`src/rtl/wb_arb_pkg.sv`:
```
// Shared types and default widths for the register-file write-port arbiter.
package wb_arb_pkg;
  localparam int DATA_W_DEF = 64;
  localparam int IDX_W_DEF  = 6;
  localparam int SQ_W       = 8;

  typedef enum logic [1:0] {
    IDLE    = 2'd0,
    PENDING = 2'd1,
    STARVED = 2'd2
  } arb_state_e;
endpackage

```
`src/rtl/wb_lu_buffer.sv`:
```
// Small FIFO for long-latency results; each entry carries valid/dead bits so
// younger pipeline writes can kill stale results in place.
module wb_lu_buffer import wb_arb_pkg::*; #(
  parameter int DATA_W = DATA_W_DEF,
  parameter int IDX_W  = IDX_W_DEF,
  parameter int DEPTH  = 2,
  localparam int PTR_W  = $clog2(DEPTH),
  localparam int CNT_W  = PTR_W + 1,
  localparam int KILL_W = $clog2(DEPTH + 2)
) (
  input  logic              clk,
  input  logic              rst_n,
  input  logic              push_i,
  input  logic [IDX_W-1:0]  push_index_i,
  input  logic [DATA_W-1:0] push_data_i,
  input  logic              pop_i,
  input  logic              kill_i,
  input  logic [IDX_W-1:0]  kill_index_i,
  output logic              full_o,
  output logic              empty_o,
  output logic [CNT_W-1:0]  count_o,
  output logic              head_dead_o,
  output logic [IDX_W-1:0]  head_index_o,
  output logic [DATA_W-1:0] head_data_o,
  output logic [KILL_W-1:0] kill_cnt_o
);
  logic [DATA_W-1:0] data_q  [DEPTH];
  logic [IDX_W-1:0]  index_q [DEPTH];
  logic [DEPTH-1:0]  valid_q;
  logic [DEPTH-1:0]  dead_q;
  logic [PTR_W-1:0]  wr_ptr_q;
  logic [PTR_W-1:0]  rd_ptr_q;
  logic [CNT_W-1:0]  count_q;
  logic [DEPTH-1:0]  kill_hit;
  logic              push_kill;

  // Only live entries count as a squash; re-killing a dead entry is free.
  for (genvar gi = 0; gi < DEPTH; gi++) begin : g_kill
    assign kill_hit[gi] = kill_i && valid_q[gi] && !dead_q[gi] &&
                          (index_q[gi] == kill_index_i);
  end

  assign push_kill = push_i && kill_i && (push_index_i == kill_index_i);

  always_comb begin
    kill_cnt_o = KILL_W'(push_kill);
    for (int i = 0; i < DEPTH; i++) begin
      kill_cnt_o = kill_cnt_o + KILL_W'(kill_hit[i]);
    end
  end

  always_ff @(posedge clk or negedge rst_n) begin
    if (!rst_n) begin
      valid_q  <= '0;
      dead_q   <= '0;
      wr_ptr_q <= '0;
      rd_ptr_q <= '0;
      count_q  <= '0;
    end else begin
      for (int i = 0; i < DEPTH; i++) begin
        if (push_i && (wr_ptr_q == PTR_W'(i))) begin
          valid_q[i] <= 1'b1;
          dead_q[i]  <= push_kill;
        end else if (pop_i && (rd_ptr_q == PTR_W'(i))) begin
          valid_q[i] <= 1'b0;
        end else if (kill_hit[i]) begin
          dead_q[i] <= 1'b1;
        end
      end
      if (push_i) wr_ptr_q <= wr_ptr_q + PTR_W'(1);
      if (pop_i)  rd_ptr_q <= rd_ptr_q + PTR_W'(1);
      count_q <= count_q + CNT_W'(push_i) - CNT_W'(pop_i);
    end
  end

  always_ff @(posedge clk) begin
    if (push_i) begin
      data_q[wr_ptr_q]  <= push_data_i;
      index_q[wr_ptr_q] <= push_index_i;
    end
  end

  assign full_o       = (count_q == CNT_W'(DEPTH));
  assign empty_o      = (count_q == '0);
  assign count_o      = count_q;
  assign head_dead_o  = dead_q[rd_ptr_q];
  assign head_index_o = index_q[rd_ptr_q];
  assign head_data_o  = data_q[rd_ptr_q];
endmodule

```
`src/rtl/wb_port_arbiter.sv`:
```
// Register-file write-port arbiter: write-back stage always wins, buffered
// long-latency results drain into idle slots, starvation raises pipe_stall.
module wb_port_arbiter import wb_arb_pkg::*; #(
  parameter int DATA_W       = DATA_W_DEF,
  parameter int IDX_W        = IDX_W_DEF,
  parameter int DEPTH        = 2,
  parameter int STARVE_LIMIT = 4
) (
  input  logic              clk,
  input  logic              rst_n,
  input  logic              pipe_wb_en,
  input  logic [IDX_W-1:0]  pipe_wb_index,
  input  logic [DATA_W-1:0] pipe_wb_data,
  input  logic              lu_valid,
  input  logic [IDX_W-1:0]  lu_index,
  input  logic [DATA_W-1:0] lu_data,
  output logic              lu_ready,
  output logic              rf_we,
  output logic [IDX_W-1:0]  rf_waddr,
  output logic [DATA_W-1:0] rf_wdata,
  output logic              pipe_stall,
  output logic [7:0]        squash_cnt
);
  localparam int CNT_W  = $clog2(DEPTH) + 1;
  localparam int KILL_W = $clog2(DEPTH + 2);
  localparam int ST_W   = $clog2(STARVE_LIMIT + 1);

  arb_state_e        state_q, state_d;
  logic [ST_W-1:0]   starve_q, starve_d;
  logic              rf_we_q, rf_we_d;
  logic [IDX_W-1:0]  rf_waddr_q, rf_waddr_d;
  logic [DATA_W-1:0] rf_wdata_q, rf_wdata_d;
  logic              pipe_stall_q, pipe_stall_d;
  logic [SQ_W-1:0]   squash_q, squash_d;
  logic [SQ_W:0]     squash_sum;

  logic              full, empty, head_dead;
  logic [CNT_W-1:0]  count, occ_next;
  logic [IDX_W-1:0]  head_index;
  logic [DATA_W-1:0] head_data;
  logic [KILL_W-1:0] kill_cnt;
  logic              push, pop, head_live, blocked;

  assign lu_ready  = !full;
  assign push      = lu_valid && !full;
  assign head_live = !empty && !head_dead;
  // Dead heads retire without the port, so they never wait on the pipeline.
  assign pop       = !empty && (head_dead || !pipe_wb_en);
  assign blocked   = head_live && pipe_wb_en;
  assign occ_next  = count + CNT_W'(push) - CNT_W'(pop);

  wb_lu_buffer #(
    .DATA_W (DATA_W),
    .IDX_W  (IDX_W),
    .DEPTH  (DEPTH)
  ) u_buf (
    .clk          (clk),
    .rst_n        (rst_n),
    .push_i       (push),
    .push_index_i (lu_index),
    .push_data_i  (lu_data),
    .pop_i        (pop),
    .kill_i       (pipe_wb_en),
    .kill_index_i (pipe_wb_index),
    .full_o       (full),
    .empty_o      (empty),
    .count_o      (count),
    .head_dead_o  (head_dead),
    .head_index_o (head_index),
    .head_data_o  (head_data),
    .kill_cnt_o   (kill_cnt)
  );

  always_comb begin
    state_d  = state_q;
    starve_d = starve_q;
    unique case (state_q)
      IDLE: begin
        if (push) state_d = PENDING;
      end
      PENDING: begin
        if (pop) begin
          starve_d = '0;
        end else if (blocked) begin
          starve_d = starve_q + ST_W'(1);
          if (starve_q == ST_W'(STARVE_LIMIT - 1)) state_d = STARVED;
        end
      end
      STARVED: begin
        if (pop) begin
          starve_d = '0;
          state_d  = PENDING;
        end
      end
      default: state_d = IDLE;
    endcase
    if (occ_next == '0) begin
      state_d  = IDLE;
      starve_d = '0;
    end
    pipe_stall_d = (state_d == STARVED);
  end

  always_comb begin
    rf_we_d    = 1'b0;
    rf_waddr_d = rf_waddr_q;
    rf_wdata_d = rf_wdata_q;
    if (pipe_wb_en) begin
      rf_we_d    = 1'b1;
      rf_waddr_d = pipe_wb_index;
      rf_wdata_d = pipe_wb_data;
    end else if (head_live) begin
      rf_we_d    = 1'b1;
      rf_waddr_d = head_index;
      rf_wdata_d = head_data;
    end
    squash_sum = (SQ_W+1)'(squash_q) + (SQ_W+1)'(kill_cnt);
    squash_d   = squash_sum[SQ_W] ? '1 : squash_sum[SQ_W-1:0];
  end

  always_ff @(posedge clk or negedge rst_n) begin
    if (!rst_n) begin
      state_q      <= IDLE;
      starve_q     <= '0;
      rf_we_q      <= 1'b0;
      rf_waddr_q   <= '0;
      rf_wdata_q   <= '0;
      pipe_stall_q <= 1'b0;
      squash_q     <= '0;
    end else begin
      state_q      <= state_d;
      starve_q     <= starve_d;
      rf_we_q      <= rf_we_d;
      rf_waddr_q   <= rf_waddr_d;
      rf_wdata_q   <= rf_wdata_d;
      pipe_stall_q <= pipe_stall_d;
      squash_q     <= squash_d;
    end
  end

  assign rf_we      = rf_we_q;
  assign rf_waddr   = rf_waddr_q;
  assign rf_wdata   = rf_wdata_q;
  assign pipe_stall = pipe_stall_q;
  assign squash_cnt = squash_q;
endmodule

```
`config.mk`:
```
export PLATFORM = sky130hd
export DESIGN_NAME = wb_port_arbiter
export DESIGN_NICKNAME = d
export VERILOG_FILES = /design/src/rtl/wb_arb_pkg.sv /design/src/rtl/wb_lu_buffer.sv /design/src/rtl/wb_port_arbiter.sv
export SDC_FILE = /design/constraint.sdc
export NUM_CORES = 1
export LEC_CHECK = 0
export ABC_AREA = 1
export BUFFER_PORTS_ARGS = -buffer_cell sky130_fd_sc_hd__buf_2
export CAP_MARGIN = 10
export CORE_ASPECT_RATIO = 1.75
export CORE_UTILIZATION = 49
export CTS_CLUSTER_SIZE = 8
export DETAILED_ROUTE_END_ITERATION = 16
export PLACE_DENSITY = 0.75
export SETUP_SLACK_MARGIN = 0.2
export SLEW_MARGIN = 5
export SYNTH_ARGS = -nofsm -noshare
export SYNTH_HDL_FRONTEND = slang
export SYNTH_SLANG_ARGS = --single-unit
```
`constraint.sdc`:
```
create_clock -name clk -period 2.5 [get_ports clk]
set_input_delay 0.125 -clock clk [delete_from_list [all_inputs] [get_ports clk]]
set_output_delay 0.125 -clock clk [all_outputs]
set_load 0.02 [all_outputs]
```
==> impl_metrics.yaml, run 1 <==
cts:
  clockBufferDepth: 3
  cts_buffers: 35
  cts_tree: "done"
  root_buffer: "clkbuf_16"
  clk_pin_slew_ns: 0.05
  cts_sinks: 233
  htreeDepth: 2
  insertion_delay_ns: 0.49
synthesis:
  synth_largest_area_cell: "edfxtp_1"
  ys_types: 25
  yosysWarningCount: 0
  synth_top_area_share_pct: 43.2
  avgSynthCellArea_um2: 10.4
  synth_area_um2: 9720
  synthCells: 932
  synth_area_leaders: "edfxtp_1 (43%), dfrtp_1 (24%), nand2_1 (14%)"
  synth-seq-cells: 233
  synth_seq_area_share_pct: 67.2
  syn-num-nets: 1084
detailed_routing:
  firstDrtPassIters: 5
  first_iter_violations: 465
  ant_nets: 0
  drcViolationCount: 0
  drt-total-wl_mm: 27.2
  via_count: 8234
  vias_per_cell: 5.19
  wl_per_cell_um: 17.2
power_and_ir_drop:
  vdd_drop_max_mv: 0.679
  intPower_uw: 9880
  total_power_uw: 15600
  clkPwrFrac_pct: 27.5
  leakage_uw: 0.00631
  p_per_area_nw_per_um2: 1130
  seqPwrFrac_pct: 38.4
  p_comb_share_pct: 34.1
  power_switching_uw: 5720
  swShare_pct: 36.7
finish:
  nets: 1473
  synthToLayoutAreaGrowth_pct: 41.5
  fill_cells: 1277
  layout-drive-gt1-share_pct: 23.8
  regArea_um2: 6530
  multiInputGateArea_um2: 2800
  postLayoutCellArea_um2: 13800
die:
  pin_count: 225
  die-area_um2: 20400
  dieWidth_um: 108
  placementRows: 67
  die_y_um: 188
  core_area_um2: 19300
  initial_utilization_pct: 50.4
critical_path:
  cp_data_required_time_ns: 2.86
  crit_path_max_incr_delay_ns: 0.51
  critical_path_arrival_ns: 2.90
  critPathCaptureType: "flip-flop"
  critPathMaxFanout: 5
  critical_path_class: "flip-flop to flip-flop"
  critPathSlowestCell: "fa_1"
  startpoint_type: "flip-flop"
  cp_cell_sequence: "inv_2, nand2_2, nand2_2, nor2_1, nand2_1, nor2_2, inv_2, fa_1, inv_1, ha_2, fa_2, nand2_2, inv_2, nand2_4, nor2_4, nand2_4, o21ai_0"
worst_hold_path:
  hold_class: "input pin to flip-flop"
placed_design:
  routabilityCongestion: 0.912
  placement.cell_area_um2: 11200
  io_buffers: 224
  dp_hpwl_mm: 15.5
sta:
  fin_crit_sh_pct: 102
  finClkSkew_ns: 0.0168
  setup_viol: 6
  tightest_slew_ns: 0.878
  whs_ns: 0.0172
  post-route-min-period_ns: 2.54
  max_slew_margin_pct: 41.5
  fin_ws_ns: -0.0389
  hold_viol: 0
  slew_viol_final: 0
  fmax_mhz: 394
  rsz0062_at_grt: "yes"
global_route:
  grt_max_degree: 78
  antenna_found_initial: 3
  overflow: 0
  grt.total_usage_pct: 27.0
  grt_pass1_wl_mm: 42.4
  grt_pass1_vias: 8559
outcome:
  outcome: "complete, but fails checks"
  violations: "negative setup slack"
flow_run:
  timing.max_cap.violations: 0
## power by group through the flow
stage	clock network, uW	registers, uW	logic (uW)
2_1_floorplan	0	6710	2530
3_3_place_gp	0	5930	4920
3_5_place_dp	0	5980	5000
4_1_cts	4340	5930	5240
5_1_grt	4530	6110	5880
6_report	4290	5990	5310
## layout by cell type (no fill, tap or decap), types with 2 or more instances in the layout
cell type / n
nand3_1: 86
nand2_2: 4
buf_12: 6
nor3_2: 2
inv_4: 2
nand2_4: 2
dlygate4sd3_1: 142
nand2_1: 369
nand4_1: 3
o2111ai_1: 5
diode_2: 4
nand3_2: 2
clkinvlp_4: 2
buf_2: 223
buf_4: 24
o21ai_0: 4
nor2_4: 2
ha_1: 5
inv_1: 54
o21ai_1: 2
clkbuf_16: 37
inv_2: 5
clkbuf_1: 20
xnor2_1: 2
dfrtp_1: 92
edfxtp_1: 140
o211ai_1: 64
a21oi_1: 5
nor2_1: 26
## path summary, 6_finish.rpt
check | from | to | slack, ns | cells after the start
worst max-delay path | u_buf.count_o[0] | squash_cnt[2] | -0.04 | 17
worst min-delay path | pipe_wb_index[5] | rf_waddr[5] | 0.02 | 4
worst max register to register | u_buf.count_o[0] | squash_cnt[2] | -0.04 | 17
worst min register to register | rf_wdata[1] | rf_wdata[1] | 0.47 | 2
max in group asynchronous | rst_n | u_buf.rd_ptr_q | 1.56 | 3
min in group asynchronous | rst_n | rf_wdata[52] | 0.20 | 2
## cells by family (layout without fill, tap and decap cells)
| family | Yosys count | after routing | share of synthesized area (%) |
|---|---|---|---|
| buffers and inverters | 107 | 517 | 4.65 |
| XOR/XNOR | 3 | 3 | 0.270 |
| AO/OA/AOI/OAI | 82 | 82 | 6.09 |
| other | 0 | 4 | 0 |
| AND/OR/NAND/NOR | 499 | 499 | 20.6 |
| flip-flops | 233 | 233 | 67.2 |
| adder cells (fa/ha/maj) | 8 | 8 | 1.18 |
## synthesized netlist by cell type
cell,count
buf_2,4
inv_1,59
buf_1,3
xor2_1,1
nor3_1,3
o21ai_1,1
or2_2,1
o2111ai_1,5
nand4_1,3
a21oi_1,6
xnor2_1,2
nor2_1,28
nor2_4,1
clkbuf_1,31
ha_1,6
nand3_1,88
o21ai_0,5
edfxtp_1,140
inv_2,4
buf_6,6
dfrtp_1,93
nand2_1,375
fa_1,2
o211ai_1,64
o21a_1,1
## state kept, by name, summed over array words and instances (netlist names)
| register | cells |
|---|---|
| u_buf.count_o | 2 |
| starve_q | 3 |
| u_buf.rd_ptr_q | 1 |
| u_buf.dead_q | 2 |
| rf_waddr | 6 |
| rf_wdata | 64 |
| u_buf.index_q | 12 |
| squash_cnt | 8 |
| u_buf.valid_q | 2 |
| state_q | 2 |
| u_buf.wr_ptr_q | 1 |
| u_buf.data_q | 128 |
| pipe_stall | 1 |
| rf_we | 1 |
## area by class of cell
| class | instances | share of cell area [%] |
|---|---|---|
| Clock inverter | 1 | 0.0637 |
| Clock buffer | 57 | 7.28 |
| Inverter | 63 | 1.81 |
| Multi-Input combinational cell | 592 | 20.4 |
| Timing Repair Buffer | 396 | 20.7 |
| Tap cell | 241 | 2.19 |
| Antenna cell | 4 | 0.0728 |
| Sequential cell | 233 | 47.5 |
## stage by stage
stage	worst slack (ns)	cells	util, %	setup TNS, ns
final	-0.0389	1587	71.3	-0.160
after global routing	-0.188	1586	71.3	-1.22
after CTS	0.00504	1579	70.9	0
after detailed placement	-0.0650	1374	58.1	-0.349
after global placement	0.0161	1374	58.1	0
after floorplan	0.0153	932	-	0
## per-layer routing
layer  GRT usage, %  vias to the layer above  routed length [um]
li1               -                     3915                   -
met1           28.6                     3874                9660
met2           49.1                      335               14700
met3           4.88                      110                1470
met4           15.2                        0                1440
met5              0                        -                   0
## timing repair
| item | 4_1_cts | 5_1_grt |
|---|---|---|
| buffers inserted | 5 | 4 |
| pin swaps | 4 | 2 |
| endpoints found under the hold margin | 254 | 0 |
| gates resized for setup | 6 | 10 |
| hold buffers | 142 | 0 |
| setup endpoints to repair | 8 | 48 |
## critical path: cells and delay by family, from the launching register on
family,cells,cell delay (ns)
and+or+nand+nor,9,0.71
DFF,1,0.35
buffers and inverters,4,0.20
adders and majority gates,3,1.05
AOI/OAI and AO/OA,1,0.09
(Power assumes the default switching activity.)
==> inputs of run 2 (changes only) <==
--- a/config.mk
+++ b/config.mk
@@ -12,6 +12,7 @@
 export CORE_UTILIZATION = 49
 export CTS_CLUSTER_SIZE = 8
 export DETAILED_ROUTE_END_ITERATION = 16
+export GPL_TIMING_DRIVEN = 0
 export PLACE_DENSITY = 0.75
 export SETUP_SLACK_MARGIN = 0.2
 export SLEW_MARGIN = 5
==> run 2 against run 1 <==
Against the previous run:
- the run still ends with negative setup slack left
- hold slack better by 0.018 ns
- global-route usage increased by 0.28 points
- sequential share of layout area decreased by 0.50 points
- via count increased by 1.8%
- clock power up 0.9%
- register-to-register slack got worse by 0.02 ns
- final cell count up 2.3%
- sequential power about the same
- critical path type unchanged
- largest power group unchanged
- highest routed layer unchanged
==> impl_metrics.yaml, run 2 (synthesis results as in run 1) <==
global_route:
  antenna_found_initial: 5
  grt_pass1_vias: 8533
  overflow: 0
  grt.total_usage_pct: 27.3
  grt_max_degree: 53
  grt_pass1_wl_mm: 42.4
sta:
  setup_viol: 7
  post-route-min-period_ns: 2.55
  max_slew_margin_pct: 47.1
  fmax_mhz: 391
  hold_viol: 0
  rsz0062_at_grt: "yes"
  tightest_slew_ns: 0.793
  whs_ns: 0.0354
  slew_viol_final: 0
  fin_ws_ns: -0.0550
  fin_crit_sh_pct: 102
  finClkSkew_ns: 0.0155
placed_design:
  io_buffers: 224
  routabilityCongestion: 0.846
  dp_hpwl_mm: 17.3
  placement.cell_area_um2: 11300
  placed_cells: 1402
finish:
  layout_commonest_cell: "nand2_1"
  final_cell_mix: "nand2_1 (368), buf_2 (227), dlygate4sd3_1 (141)"
  synthToLayoutAreaGrowth_pct: 43.0
  final_cells: 1624
  layout-drive-gt1-share_pct: 23.2
  largest-register: "u_buf.data_q"
  fill_cells: 1337
  multiInputGateArea_um2: 2830
  nets: 1503
  utilization_pct: 72.1
  largest_reg_flops: 128
  regArea_um2: 6530
  postLayoutCellArea_um2: 13900
critical_path:
  critPathSlowestCell: "fa_1"
  critPathMaxFanout: 5
  startpoint_type: "flip-flop"
  critical_path_arrival_ns: 2.92
  critPathCaptureType: "flip-flop"
  cp_cell_sequence: "inv_1, nand2_1, o21ai_0, nor3_1, nand3_1, fa_1, inv_1, ha_2, fa_2, nand2_2, inv_2, nand2_4, nand2_1, o21a_1"
  critical_path_class: "flip-flop to flip-flop"
  crit_path_max_incr_delay_ns: 0.49
  cp_data_required_time_ns: 2.87
detailed_routing:
  first_iter_violations: 476
  ant_nets: 0
  wl_per_cell_um: 16.9
  firstDrtPassIters: 5
  drt-total-wl_mm: 27.4
  vias_per_cell: 5.16
  via_count: 8384
  drcViolationCount: 0
cts:
  clk_pin_slew_ns: 0.05
  cts_buffers: 35
  root_buffer: "clkbuf_16"
  htreeDepth: 2
  cts_tree: "done"
  cts_sinks: 233
  insertion_delay_ns: 0.49
  clockBufferDepth: 3
outcome:
  violations: "negative setup slack"
  outcome: "complete, but fails checks"
power_and_ir_drop:
  total_power_uw: 15800
  leakage_uw: 0.00635
  p_per_area_nw_per_um2: 1140
  vdd_drop_max_mv: 0.863
die:
  dieWidth_um: 108
  die-area_um2: 20400
  initial_utilization_pct: 50.4
  die_y_um: 188
  core_area_um2: 19300
  pin_count: 225
  placementRows: 67
worst_hold_path:
  hold_class: "input pin to flip-flop"
flow_run:
  timing.max_cap.violations: 0
==> run 2: cell types whose count changed in the layout (fill, tap and decap cells not counted), sizes merged <==
cell / previous run / this run
diode: 4 / 6
dlygate4sd3: 142 / 141
clkbuf: 57 / 93
==> run 2: timing repair <==
item	4_1_cts	5_1_grt
hold buffers	141	0
endpoints found under the hold margin	251	0
gates resized for setup	14	9
endpoints found under the setup margin	14	44
pin swaps	6	3
buffers inserted	5	7
==> run 2: critical path: cells and delay by family (launching register included) <==
| family | cells | cell delay [ns] |
|---|---|---|
| AOI/OAI and AO/OA | 2 | 0.26 |
| adders and majority gates | 3 | 1.05 |
| buffers and inverters | 3 | 0.16 |
| DFF | 1 | 0.37 |
| and+or+nand+nor | 6 | 0.60 |
==> run 2: layout make-up <==
class / count / share of cell area, %
Multi-Input combinational cell: 592 / 20.4
Timing Repair Buffer: 382 / 19.7
Antenna cell: 6 / 0.108
Clock inverter: 1 / 0.0630
Inverter: 63 / 1.76
Sequential cell: 233 / 47.0
Tap cell: 241 / 2.17
Buffer: 44 / 1.55
Clock buffer: 62 / 7.34
==> run 2: report_power, final <==
part / switching, uW / total, uW / leakage, uW / internal, uW
registers: 552 / 5970 / 0.00242 / 5420
clock network: 1590 / 4330 / 0.000490 / 2740
logic: 3660 / 5510 / 0.00344 / 1840
total: 5810 / 15800 / 0.00635 / 10000
==> run 2: path summary, 6_finish.rpt <==
kind	slack (ns)	start	cells after the start	to
worst max-delay path	-0.05	u_buf.index_q[1][3]	14	squash_cnt[7]
worst min-delay path	0.04	pipe_wb_index[4]	3	rf_waddr[4]
worst max register to register	-0.05	u_buf.index_q[1][3]	14	squash_cnt[7]
worst min register to register	0.47	rf_wdata[14]	2	rf_wdata[14]
max in group asynchronous	1.62	rst_n	3	u_buf.rd_ptr_q
min in group asynchronous	0.19	rst_n	2	rf_wdata[52]
==> run 2: metrics by stage <==
stage	setup slack [ns]	TNS [ns]
6_report	-0.0550	-0.184
5_1_grt	-0.176	-1.11
4_1_cts	-0.0612	-0.216
3_5_place_dp	-0.399	-2.93
3_3_place_gp	-0.507	-70.52
2_1_floorplan	0.0153	0
==> run 2: layer usage <==
| metal | global-route usage, % | vias up | wire, um |
|---|---|---|---|
| li1 | - | 3988 | - |
| met1 | 28.7 | 3974 | 9860 |
| met2 | 50.7 | 326 | 14900 |
| met3 | 4.12 | 96 | 1350 |
| met4 | 14.6 | 0 | 1320 |
| met5 | 0 | - | 0 |
